`config.mk`:
```
export PLATFORM = sky130hd
export DESIGN_NAME = vector_counter
export DESIGN_NICKNAME = d
export VERILOG_FILES = /design/src/rtl/vector_counter.sv
export SDC_FILE = /design/constraint.sdc
export NUM_CORES = 1
export LEC_CHECK = 0
export BUFFER_PORTS_ARGS = -buffer_cell sky130_fd_sc_hd__buf_2
export CAP_MARGIN = 10
export CORE_AREA = 2 2 39 41
export CTS_CLUSTER_DIAMETER = 30
export DETAILED_ROUTE_END_ITERATION = 8
export DIE_AREA = 0 0 41 43
export HOLD_SLACK_MARGIN = 0.05
export SLEW_MARGIN = 10
export SYNTH_ARGS = -nofsm -noshare
export SYNTH_HDL_FRONTEND = slang
export SYNTH_SLANG_ARGS = --single-unit
```
`constraint.sdc`:
```
create_clock -name clk -period 1.66 [get_ports clk]
set_input_delay 0.166 -clock clk [delete_from_list [all_inputs] [get_ports clk]]
set_output_delay 0.166 -clock clk [all_outputs]
set_load 0.03 [all_outputs]
```
`src/rtl/vector_counter.sv`:
```
// vector_counter: operand-pair counter, {a, b} with a in the high bits, flags the all-ones vector
module vector_counter #(
  parameter int W = 6
) (
  input  logic         clk,
  input  logic         rst_n,
  input  logic         clr,
  input  logic         adv,
  output logic [W-1:0] value,
  output logic         last
);
  always_ff @(posedge clk or negedge rst_n)
    if (!rst_n) value <= '0;
    else if (clr) value <= '0;
    else if (adv) value <= value + 1'b1;
  assign last = &value;
endmodule

```
# Yosys cells after proc, flatten, opt, wreduce, memory -nomap -nowiden
# Cells that the tools add are included.
# classes
n_mux,2
add_sub_neg,1
n_reduce_logical,2
# op_table
operator,n
2-to-1 mux 6 bit,2
"adder 6 x 1 -> 6 bit, second input constant",1
AND reduction 6 bit,1
nonzero test 2 bit,1
# totals
word_cells,6
regBits,6
input_bits,4
out_inout_bits,7

# Depth between registers and ports, before layout
# Gate-level depths: netlist of the first run.
# depth
depth_word,3
depth_mapped,4
mapped_depth_nobuf,4

# Worst setup path after synthesis of the first run
# Ideal clock, no wire load.
# synth_timing
kind,reg-to-output
from,register value[0]
to,output port last
n_path_buf,0
path_slack_ps,237
arrival_time_ps,1257
required_time_ps,1494
stages_incl_launch_ff,4
path_cell_list,dfrtp_1 ha_1 nand2_1 nor2_1
# synth_via
elab_chain_len,1
# synth_rtl
item,line,rtl
from (decl),9,"output logic [W-1:0] value,"
from (signal assigned),15,else if (adv) value <= value + 1'b1;
AND reduction 6 bit,16,assign last = &value;
to (decl),10,output logic last
# No other way between the ends.

# Final worst setup path of the first run
# Same ends and word-level chain as after synthesis.

==> metrics.md, run 1 <==
| Metric | Value |
|---|---|
| I/O pins | `11` |
| Yosys top cell by area | `dfrtp_1` |
| Iteration count of the initial detailed-routing pass | `2` |
| GRT Total Usage | `8.79%` |
| Top-area cell type share of the netlist area | `between 50 and 60%` |
| Critical path required time | `1.49 ns` |
| Max Clock Skew | `between 0.002 and 0.003 ns` |
| Synthesis-to-layout area growth | `34.7%` |
| ANT nets after route | `0` |
| CTS sink count | `6` |
| # fillers | `157` |
| Largest Register | `value` |
| Reg power frac | `approximately half` |
| PortBufs | `10` |
| Leakage | `approximately 0.19 nW` |
| Starting density of the core | `between 20% and 30%` |
| Pwr Total | `around 330 µW` |
| Worst slew pin tran | `between 0.15 and 0.2 ns` |
| Vias in the first global route | `~230` |
| Mean Syn Cell Area | `a little over 10 µm²` |
| GRT overflow | `0` |
| Max reg flops | `6` |
| Max_cap viols | `0` |
| Die height | `~43 µm` |
| Final setup violation count | `0` |
| # nets final | `48` |
| Crit path max-delay family | `flip-flops` |
| Setup_tns | `0 ns` |
| Cells after synthesis | `28` |
| Period utilisation layout | `around 83%` |
| Number of core rows | `14` |
| Synth Cell Area | `about 280 µm²` |
| Largest net degree at the start of global routing | `7` |
| GPL Wtd Cong | `0.713` |
| Final setup margin | `0.280 ns` |
| Biggest regs | `value x6` |
| Logic gate share of total power | `approximately an eighth` |
| CTS tree | `yes` |
| Status | `completed` |
| Max Clock Freq | `between 700 and 800 MHz` |
| Final Hold Fails | `0` |
| Leading post-synthesis cells by cell area | `dfrtp_1 (53%), xor2_1 (9.3%), nor2_1 (8.0%), ha_1 (4.4%), nand4_1 (4.4%)` |
| Initial DRC count | `2` |
| First-pass GRT wire length | `about 950 µm` |
| Drt drc | `0` |
| Pint | `248 µW` |
| Crit path max-delay cell type | `dfrtp_1` |
| Total number of vias | `240` |
| Placed cells | `between 50 and 60` |
| CP startpoint kind | `flop` |
| Clock Path Buffers | `2` |
| CP arrival | `1.21 ns` |
| Syn nets | `33` |
| CP peak stage delay | `slightly above 0.4 ns` |
| Commonest non-fill, non-tap cells in the layout | `buf_2 (10), nor2_1 (6), dfrtp_1 (6), xor2_1 (3), clkbuf_4 (3)` |
| Setup WS pre-CTS | `approximately 0.55 ns` |
| Core area | `between 0.001 and 0.0015 mm²` |
| Crit end category | `output pin` |
| Critical path, cell by cell | `ha_1, nand2_1, nor2_1, buf_2` |
| Drt wl/cell | `9.88 µm` |
| Crit-path max FO | `5` |
| Sequential-to-total area share from yosys stat | `53.3%` |
| Ys Warns | `0` |
| Max-slew headroom | `88.2%` |
| Layout Cells excl Fill | `57` |
| Clock Pin Slew Worst Setup and Hold Paths | `roughly 0.04 ns` |
| CTS buffer count | `3` |
| Clock network power share | `between 30% and 40%` |
| WP buf/inv | `1` |
| Diodes inserted | `0` |
| Crit path kind | `reg -> out` |
| Root Driver | `clkbuf_4` |
| Chip width | `approximately 40 µm` |
| Die area | `roughly 0.0018 mm²` |
| Tmin final | `~1.4 ns` |
| Final Max Tran Viols | `0` |
| #FFs+latches synth | `6` |
| Initial antenna violation count | `0` |
| Routed wire length | `563 µm` |
| Worst IR Drop VDD | `0.000374 V` |
| Worst-Skew Late Latency | `0.24 ns` |
| Most common cell after layout, fill and taps aside | `buf_2` |
| Vias per inst | `about 4.2` |
| Synth unique cells | `13` |
| CTS H-tree depth | `1` |
| Post-CTS Setup Inserts | `0` |
| Pwr Density | `between 800 and 900 mW/mm²` |
| Psw | `between 70 and 80 µW` |
| Switching share of power | `about a quarter` |
| Worst min path class | `in -> reg` |
| Unrepaired setup endpoints after global routing | `false` |
| Share of cells above drive strength 1 | `31.7%` |
[cells in the mapped netlist]
master   instances
dfrtp_1          6
nor2_1           6
xor2_1           3
nand2_1          2
nand3_1          2
nand4_1          2
a21oi_1          1
buf_2            1
ha_1             1
mux2i_1          1
o21ai_0          1
or3_1            1
xnor2_1          1
[final timing paths]
path,startpoint,to,slack (ns),cells past startpoint
hold / removal,clr,value[5],0.16,2
min in group asynchronous,rst_n,value[5],0.28,2
setup reg to reg,value[2],value[5],0.55,3
max in group asynchronous,rst_n,value[0],1.24,2
hold reg to reg,value[4],value[4],0.56,2
setup / recovery,value[0],last,0.28,4
[cells by family (layout without fill, tap and decap cells)]
family,count (synthesis),after routing,share of synthesized area (%)
adder cells (fa/ha/maj),1,1,4.44
buffers and inverters,1,14,1.78
multiplexers,1,1,3.56
AO/OA/AOI/OAI,2,2,3.55
AND/OR/NAND/NOR,13,13,20.9
XOR/XNOR,4,4,12.4
flip-flops,6,6,53.3
[power by group through the flow]
stage	logic, mW	clock network (mW)	registers (mW)
global placement	0.0389	0	0.160
finish	0.0400	0.129	0.159
global route	0.0452	0.148	0.160
floorplan	0.0137	0	0.170
CTS	0.0412	0.140	0.159
detailed placement	0.0392	0	0.161
[repair_timing]
action                    CTS  global route
hold buffers                1             0
gates resized for setup     0             0
hold endpoints to repair    6             0
[routing by layer]
layer,vias up,part of all wire (%),GRT usage (%)
met5,-,0,0
met4,0,0,6.00
met3,0,9.2,6.28
met2,11,48,10.9
met1,107,43,10.2
li1,122,-,-
[final cells by class]
type	count	area, µm²	share of cell area [%]
sequential	6	150	39.6
clock buffer	3	22.5	5.94
tap	16	20.0	5.28
timing repair buffer	11	60.1	15.8
multi-input combinational	21	126	33.3
[per-stage QoR]
step	utilization (%)	hold WS [ns]	area [µm²]
after global placement	25.0	-0.00354	347
after floorplan	-	-0.130	282
after global routing	27.4	0.177	379
after CTS	27.4	0.153	379
after detailed placement	25.0	0.000153	347
final	27.4	0.159	379
Note: power is estimated with default switching activity, not from simulation.
==> run 2: changes to the inputs <==
==> constraint.sdc (replaced) <==
create_clock -name clk -period 1.1 [get_ports clk]
set_input_delay 0.11 -clock clk [delete_from_list [all_inputs] [get_ports clk]]
set_output_delay 0.11 -clock clk [all_outputs]
set_load 0.03 [all_outputs]
==> metrics.md, run 2 (synthesized netlist as in run 1, its figures left out) <==
| Metric | Value |
|---|---|
| Status | `finished with violations` |
| Violated checks | `setup timing` |
| GRT Total Usage | `11.1% (+2.3 points)` |
| Final Hold Fails | `0 (unchanged)` |
| Worst IR Drop VDD | `0.000624 V (+67%)` |
| Max Clock Skew | `0.000352 ns (-0.00231 ns)` |
| CP startpoint kind | `flop` |
| Crit end category | `output pin` |
| Max_cap viols | `0 (unchanged)` |
| Critical path required time | `0.99 ns (-0.50 ns)` |
| Max reg flops | `6 (unchanged)` |
| Largest net degree at the start of global routing | `7 (unchanged)` |
| Max-slew headroom | `83.1% (-5.1 points)` |
| Biggest regs | `value x6` |
| Diodes inserted | `0 (unchanged)` |
| Unrepaired setup endpoints after global routing | `true` |
| CTS H-tree depth | `1 (unchanged)` |
| Crit-path max FO | `3 (-2)` |
| GRT overflow | `0 (unchanged)` |
| Commonest non-fill, non-tap cells in the layout | `buf_2 (7), nor2_1 (5), dfrtp_2 (5), buf_6 (4), buf_4 (4)` |
| Clock Path Buffers | `2 (unchanged)` |
| Iteration count of the initial detailed-routing pass | `4 (+2)` |
| PortBufs | `10 (unchanged)` |
| Vias per inst | `4.30 (+2.2%)` |
| Tmin final | `approximately 1.2 ns` |
| CP arrival | `1.06 ns (-0.15 ns)` |
| Number of core rows | `14 (unchanged)` |
| Routed wire length | `732 µm (+30%)` |
| Final Max Tran Viols | `0 (unchanged)` |
| Leakage | `0.212 nW (+11%)` |
| Starting density of the core | `20.3% (unchanged)` |
| Total number of vias | `271 (+13%)` |
| Crit path kind | `reg -> out` |
| GPL Wtd Cong | `0.717 (+0.65%)` |
| Pwr Density | `1170 mW/mm² (+36%)` |
| CTS sink count | `6 (unchanged)` |
| CTS tree | `yes` |
| HPWL after DPL | `approximately 470 µm` |
| Drt wl/cell | `11.6 µm (+18%)` |
| Chip width | `41 µm (unchanged)` |
| Vias in the first global route | `258 (+10%)` |
| Worst-Skew Late Latency | `0.25 ns (about the same)` |
| Placement Cell Area | `368 µm² (+6.1%)` |
| Final setup margin | `-0.0667 ns (-0.347 ns)` |
| Final setup violation count | `2 (+2)` |
| I/O pins | `11 (unchanged)` |
| Initial antenna violation count | `0 (unchanged)` |
| CTS buffer count | `3 (unchanged)` |
| Fin area | `488 µm² (+29%)` |
| Root Driver | `clkbuf_4` |
| Worst slew pin tran | `0.251 ns (+0.0736 ns)` |
| Worst min path class | `in -> reg` |
| Initial DRC count | `5 (+3)` |
| Largest Register | `value` |
| Min Hold Slack | `0.0967 ns (-0.0628 ns)` |
| Die height | `43 µm (unchanged)` |
| Share of cells above drive strength 1 | `66.0% (+34 points)` |
| Max Clock Freq | `about 860 MHz` |
| Core area | `0.00138 mm² (unchanged)` |
| # nets final | `53 (+10%)` |
| Most common cell after layout, fill and taps aside | `buf_2` |
| Clock Pin Slew Worst Setup and Hold Paths | `0.05 ns (about the same)` |
| Period utilisation layout | `106%` |
| Die area | `0.00176 mm² (unchanged)` |
| Drt drc | `0 (unchanged)` |
| ANT nets after route | `0 (unchanged)` |
| Synthesis-to-layout area growth | `73.3%` |
| Core Util, Final | `35.3% (+7.9 points)` |
| First-pass GRT wire length | `1.23 mm (+30%)` |
-- run 2: changes by cell type in the layout (fill, tap and decap cells not counted), moves of 2 or more --
| cell | previous run | this run |
|---|---|---|
| nand2_2 | 0 | 2 |
| buf_2 | 10 | 7 |
| buf_4 | 0 | 4 |
| nand3_2 | 0 | 2 |
| dfrtp_1 | 6 | 1 |
| buf_6 | 0 | 4 |
| dfrtp_2 | 0 | 5 |
| nand2_1 | 2 | 0 |
| nand3_1 | 2 | 0 |
-- run 2: final cells by class --
type / count / area [µm²]
Clock buffer: 4 / 26.3
Fill cell: 150 / 896
Multi-Input combinational cell: 21 / 165
Sequential cell: 6 / 156
Tap cell: 16 / 20.0
Timing Repair Buffer: 16 / 120
-- run 2: through the flow --
stage	TNS (ns)	power, mW	std cells	setup slack, ns
3_5_place_dp	0	0.308	54	0.0594
6_report	-0.0973	0.573	63	-0.0667
4_1_cts	-0.113	0.562	61	-0.0759
2_1_floorplan	-0.0400	0.279	28	-0.0310
3_3_place_gp	0	0.307	54	0.0723
5_1_grt	-0.315	0.607	63	-0.0969
-- run 2: worst max-delay path, stage by stage (launching register included) --
cell and delay [ns]:
dfrtp_2 0.43, ha_4 0.17, nand2_2 0.05, nor2_2 0.03
buf_6 0.13
-- run 2: path summary, 6_finish.rpt --
kind	slack, ns	cells past startpoint	startpoint	to
max in group asynchronous	0.72	2	rst_n	value[1]
min in group asynchronous	0.22	2	rst_n	value[2]
max	-0.07	4	value[0]	last
max reg2reg	-0.03	4	value[0]	value[5]
min	0.1	2	clr	value[5]
min reg2reg	0.56	2	value[4]	value[4]
-- run 2: where the power goes --
group	total (mW)	internal, mW	leakage [nW]	switching [mW]
combinational	0.103	0.0512	0.123	0.0521
sequential	0.240	0.230	0.0744	0.00951
clock	0.230	0.138	0.0150	0.0917
-- run 2: metal layers --
metal | vias to the layer above | share of wire (%) | track usage, %
met5 | - | 0 | 0
li1 | 135 | - | -
met4 | 0 | 1.1 | 10.0
met2 | 10 | 50 | 13.8
met1 | 124 | 40 | 14.8
met3 | 2 | 8.2 | 3.14
-- run 2: what timing repair did --
action	in CTS	in global routing
setup endpoints to repair	1	6
pin swaps	2	2
setup buffers	2	2
hold endpoints to repair	6	0
hold buffers	1	0
resized for setup	7	8
==> run 3: changes to the inputs <==
==> constraint.sdc (replaced) <==
create_clock -name clk -period 1 [get_ports clk]
set_input_delay 0.1 -clock clk [delete_from_list [all_inputs] [get_ports clk]]
set_output_delay 0.1 -clock clk [all_outputs]
set_load 0.03 [all_outputs]
==> metrics.md, run 3 (synthesized netlist as in run 1, its figures left out) <==
| Metric | Value |
|---|---|
| Routed wire length | `713 µm (-2.6%)` |
| Biggest regs | `value x6` |
| Core area | `0.00138 mm² (unchanged)` |
| Final setup violation count | `9 (+7)` |
| Initial DRC count | `2 (-3)` |
| Clock Path Buffers | `2 (unchanged)` |
| Max Clock Freq | `856 MHz` |
| Worst setup endpoint | `last` |
| Critical path, cell by cell | `ha_4, nand2_4, nor2_4, buf_6` |
| Worst IR Drop VDD | `0.000699 V (+12%)` |
| CP startpoint kind | `flop` |
| Worst min path class | `in -> reg` |
| Status | `finished with violations` |
| Critical path required time | `0.90 ns (-0.09 ns)` |
| Crit path kind | `reg -> out` |
| Placement Cell Area | `410 µm² (+12%)` |
| Clock Pin Slew Worst Setup and Hold Paths | `0.05 ns (about the same)` |
| GPL Wtd Cong | `0.725 (+1.0%)` |
| CTS buffer count | `3 (unchanged)` |
| Diodes inserted | `0 (unchanged)` |
| CP arrival | `1.07 ns (about the same)` |
| Logic gate share of total power | `21.2% (+3.2 points)` |
| ANT nets after route | `0 (unchanged)` |
| Max Clock Skew | `0.00546 ns (+0.00511 ns)` |
| Switching share of power | `25.5% (-1.3 points)` |
| Final Hold Fails | `0 (unchanged)` |
| I/O pins | `11 (unchanged)` |
| Commonest non-fill, non-tap cells in the layout | `buf_6 (10), buf_4 (7), nor2_1 (5), dfrtp_2 (5), buf_2 (4)` |
| Reg2reg setup slack | `-0.14 ns (-0.11 ns)` |
| Unrepaired setup endpoints after global routing | `true` |
| Reg power frac | `41.1% (-0.7 points)` |
| GRT overflow | `0 (unchanged)` |
| First-pass GRT wire length | `1.24 mm (+0.57%)` |
| Pwr Total | `643 µW (+12%)` |
| Chip width | `41 µm (unchanged)` |
| Total number of vias | `290 (+7.0%)` |
| Synthesis-to-layout area growth | `104%` |
| Psw | `164 µW (+7.0%)` |
| Final setup margin | `-0.168 ns (-0.101 ns)` |
| Crit end category | `output pin` |
| Setup_tns | `-0.629 ns (-0.532 ns)` |
| Most common cell after layout, fill and taps aside | `buf_6` |
| # nets final | `59 (+11%)` |
| Final Max Tran Viols | `0 (unchanged)` |
| Max reg flops | `6 (unchanged)` |
| Root Driver | `clkbuf_4` |
| Crit path max-delay cell type | `dfrtp_2` |
| CTS H-tree depth | `1 (unchanged)` |
| GRT Total Usage | `10.6% (-0.52 points)` |
| Pint | `479 µW (+14%)` |
| Crit-path max FO | `3 (unchanged)` |
| Clock network power share | `37.6% (-2.5 points)` |
| Max_cap viols | `0 (unchanged)` |
| Die area | `0.00176 mm² (unchanged)` |
| Setup WS pre-CTS | `-0.0288 ns (-0.0881 ns)` |
| Leakage | `0.268 nW (+26%)` |
| Fin area | `576 µm² (+18%)` |
| Worst slew pin tran | `0.209 ns (-0.0421 ns)` |
| CTS tree | `yes` |
| PortBufs | `10 (unchanged)` |
| Die height | `43 µm (unchanged)` |
| Initial antenna violation count | `0 (unchanged)` |
| Drt drc | `0 (unchanged)` |
| Drt wl/cell | `10.3 µm (-11%)` |
| Min Hold Slack | `0.0967 ns (+0.0000418 ns)` |
| HPWL after DPL | `485 µm (+2.5%)` |
| Worst r2r src | `value[1]` |
| Pwr Density | `1120 mW/mm² (-4.8%)` |
| Largest Register | `value` |
| Iteration count of the initial detailed-routing pass | `2 (-2)` |
| Max-slew headroom | `85.9% (+2.8 points)` |
| Crit path launch | `value[1]` |
| Worst-Skew Late Latency | `0.24 ns (about the same)` |
| Worst r2r path cells | `5 (+1)` |
| R2r endpoint | `value[4]` |
| Starting density of the core | `20.3% (unchanged)` |
| Vias per inst | `4.20 (-2.3%)` |
| CP peak stage delay | `0.43 ns (about the same)` |
| Violated checks | `setup timing` |
| Share of cells above drive strength 1 | `69.8% (+3.9 points)` |
| Tmin final | `about 1.2 ns` |
| Number of core rows | `14 (unchanged)` |
| CTS sink count | `6 (unchanged)` |
| Vias in the first global route | `301 (+17%)` |
| Period utilisation layout | `117%` |
| Largest net degree at the start of global routing | `7 (unchanged)` |
[run 3: changes by cell type in the layout (fill, tap and decap cells not counted), sizes merged]
cell	before	now
buf	15	21
[run 3: final cells by class]
class	instances	area, µm²
multi-input cells	21	178
flip-flops and latches	6	156
repair buffers	22	195
clock buffers	4	26.3
fillers	143	808
well taps	16	20.0
[run 3: per-layer routing]
metal	up-vias	wire length, µm	track usage [%]
met5	-	0	0
li1	146	-	-
met1	136	299	13.4
met3	0	52	4.71
met2	8	361	15.3
met4	0	0	4.00
[run 3: power by group through the flow]
stage / combinational [mW] / sequential, mW / clock [mW]
floorplan: 0.0239 / 0.286 / 0
global placement: 0.0842 / 0.265 / 0
detailed placement: 0.0830 / 0.265 / 0
CTS: 0.126 / 0.264 / 0.255
global route: 0.145 / 0.266 / 0.282
finish: 0.137 / 0.265 / 0.242
[run 3: worst min path at each step]
stage,startpoint,to,slack (ns),depth (start not counted)
final,clr,value[5],0.1,2
after global routing,clr,value[5],0.09,2
after CTS,clr,value[3],0.09,2
after detailed placement,rst_n,value[5],-0.07,1
after global placement,rst_n,value[5],-0.07,1
after floorplan,rst_n,value[0],-0.20,0
[run 3: stage by stage]
stage / util (%) / std cells
floorplan: - / 28
global route: 41.6 / 69
CTS: 40.5 / 69
detailed placement: 29.7 / 58
finish: 41.6 / 69
global placement: 29.7 / 58
[run 3: timing repair]
action | in CTS | in global routing
setup buffers | 6 | 0
endpoints found under the hold margin | 6 | 0
endpoints found under the setup margin | 9 | 12
hold buffers | 1 | 0
resized for setup | 19 | 3
pin swaps | 3 | 2
[run 3: worst max-delay path, delay by kind of cell, from the launching register on]
kind	cells	cell delay, ns
flops	1	0.43
fa+ha+maj	1	0.18
buf+inv	1	0.13
simple gates	2	0.09
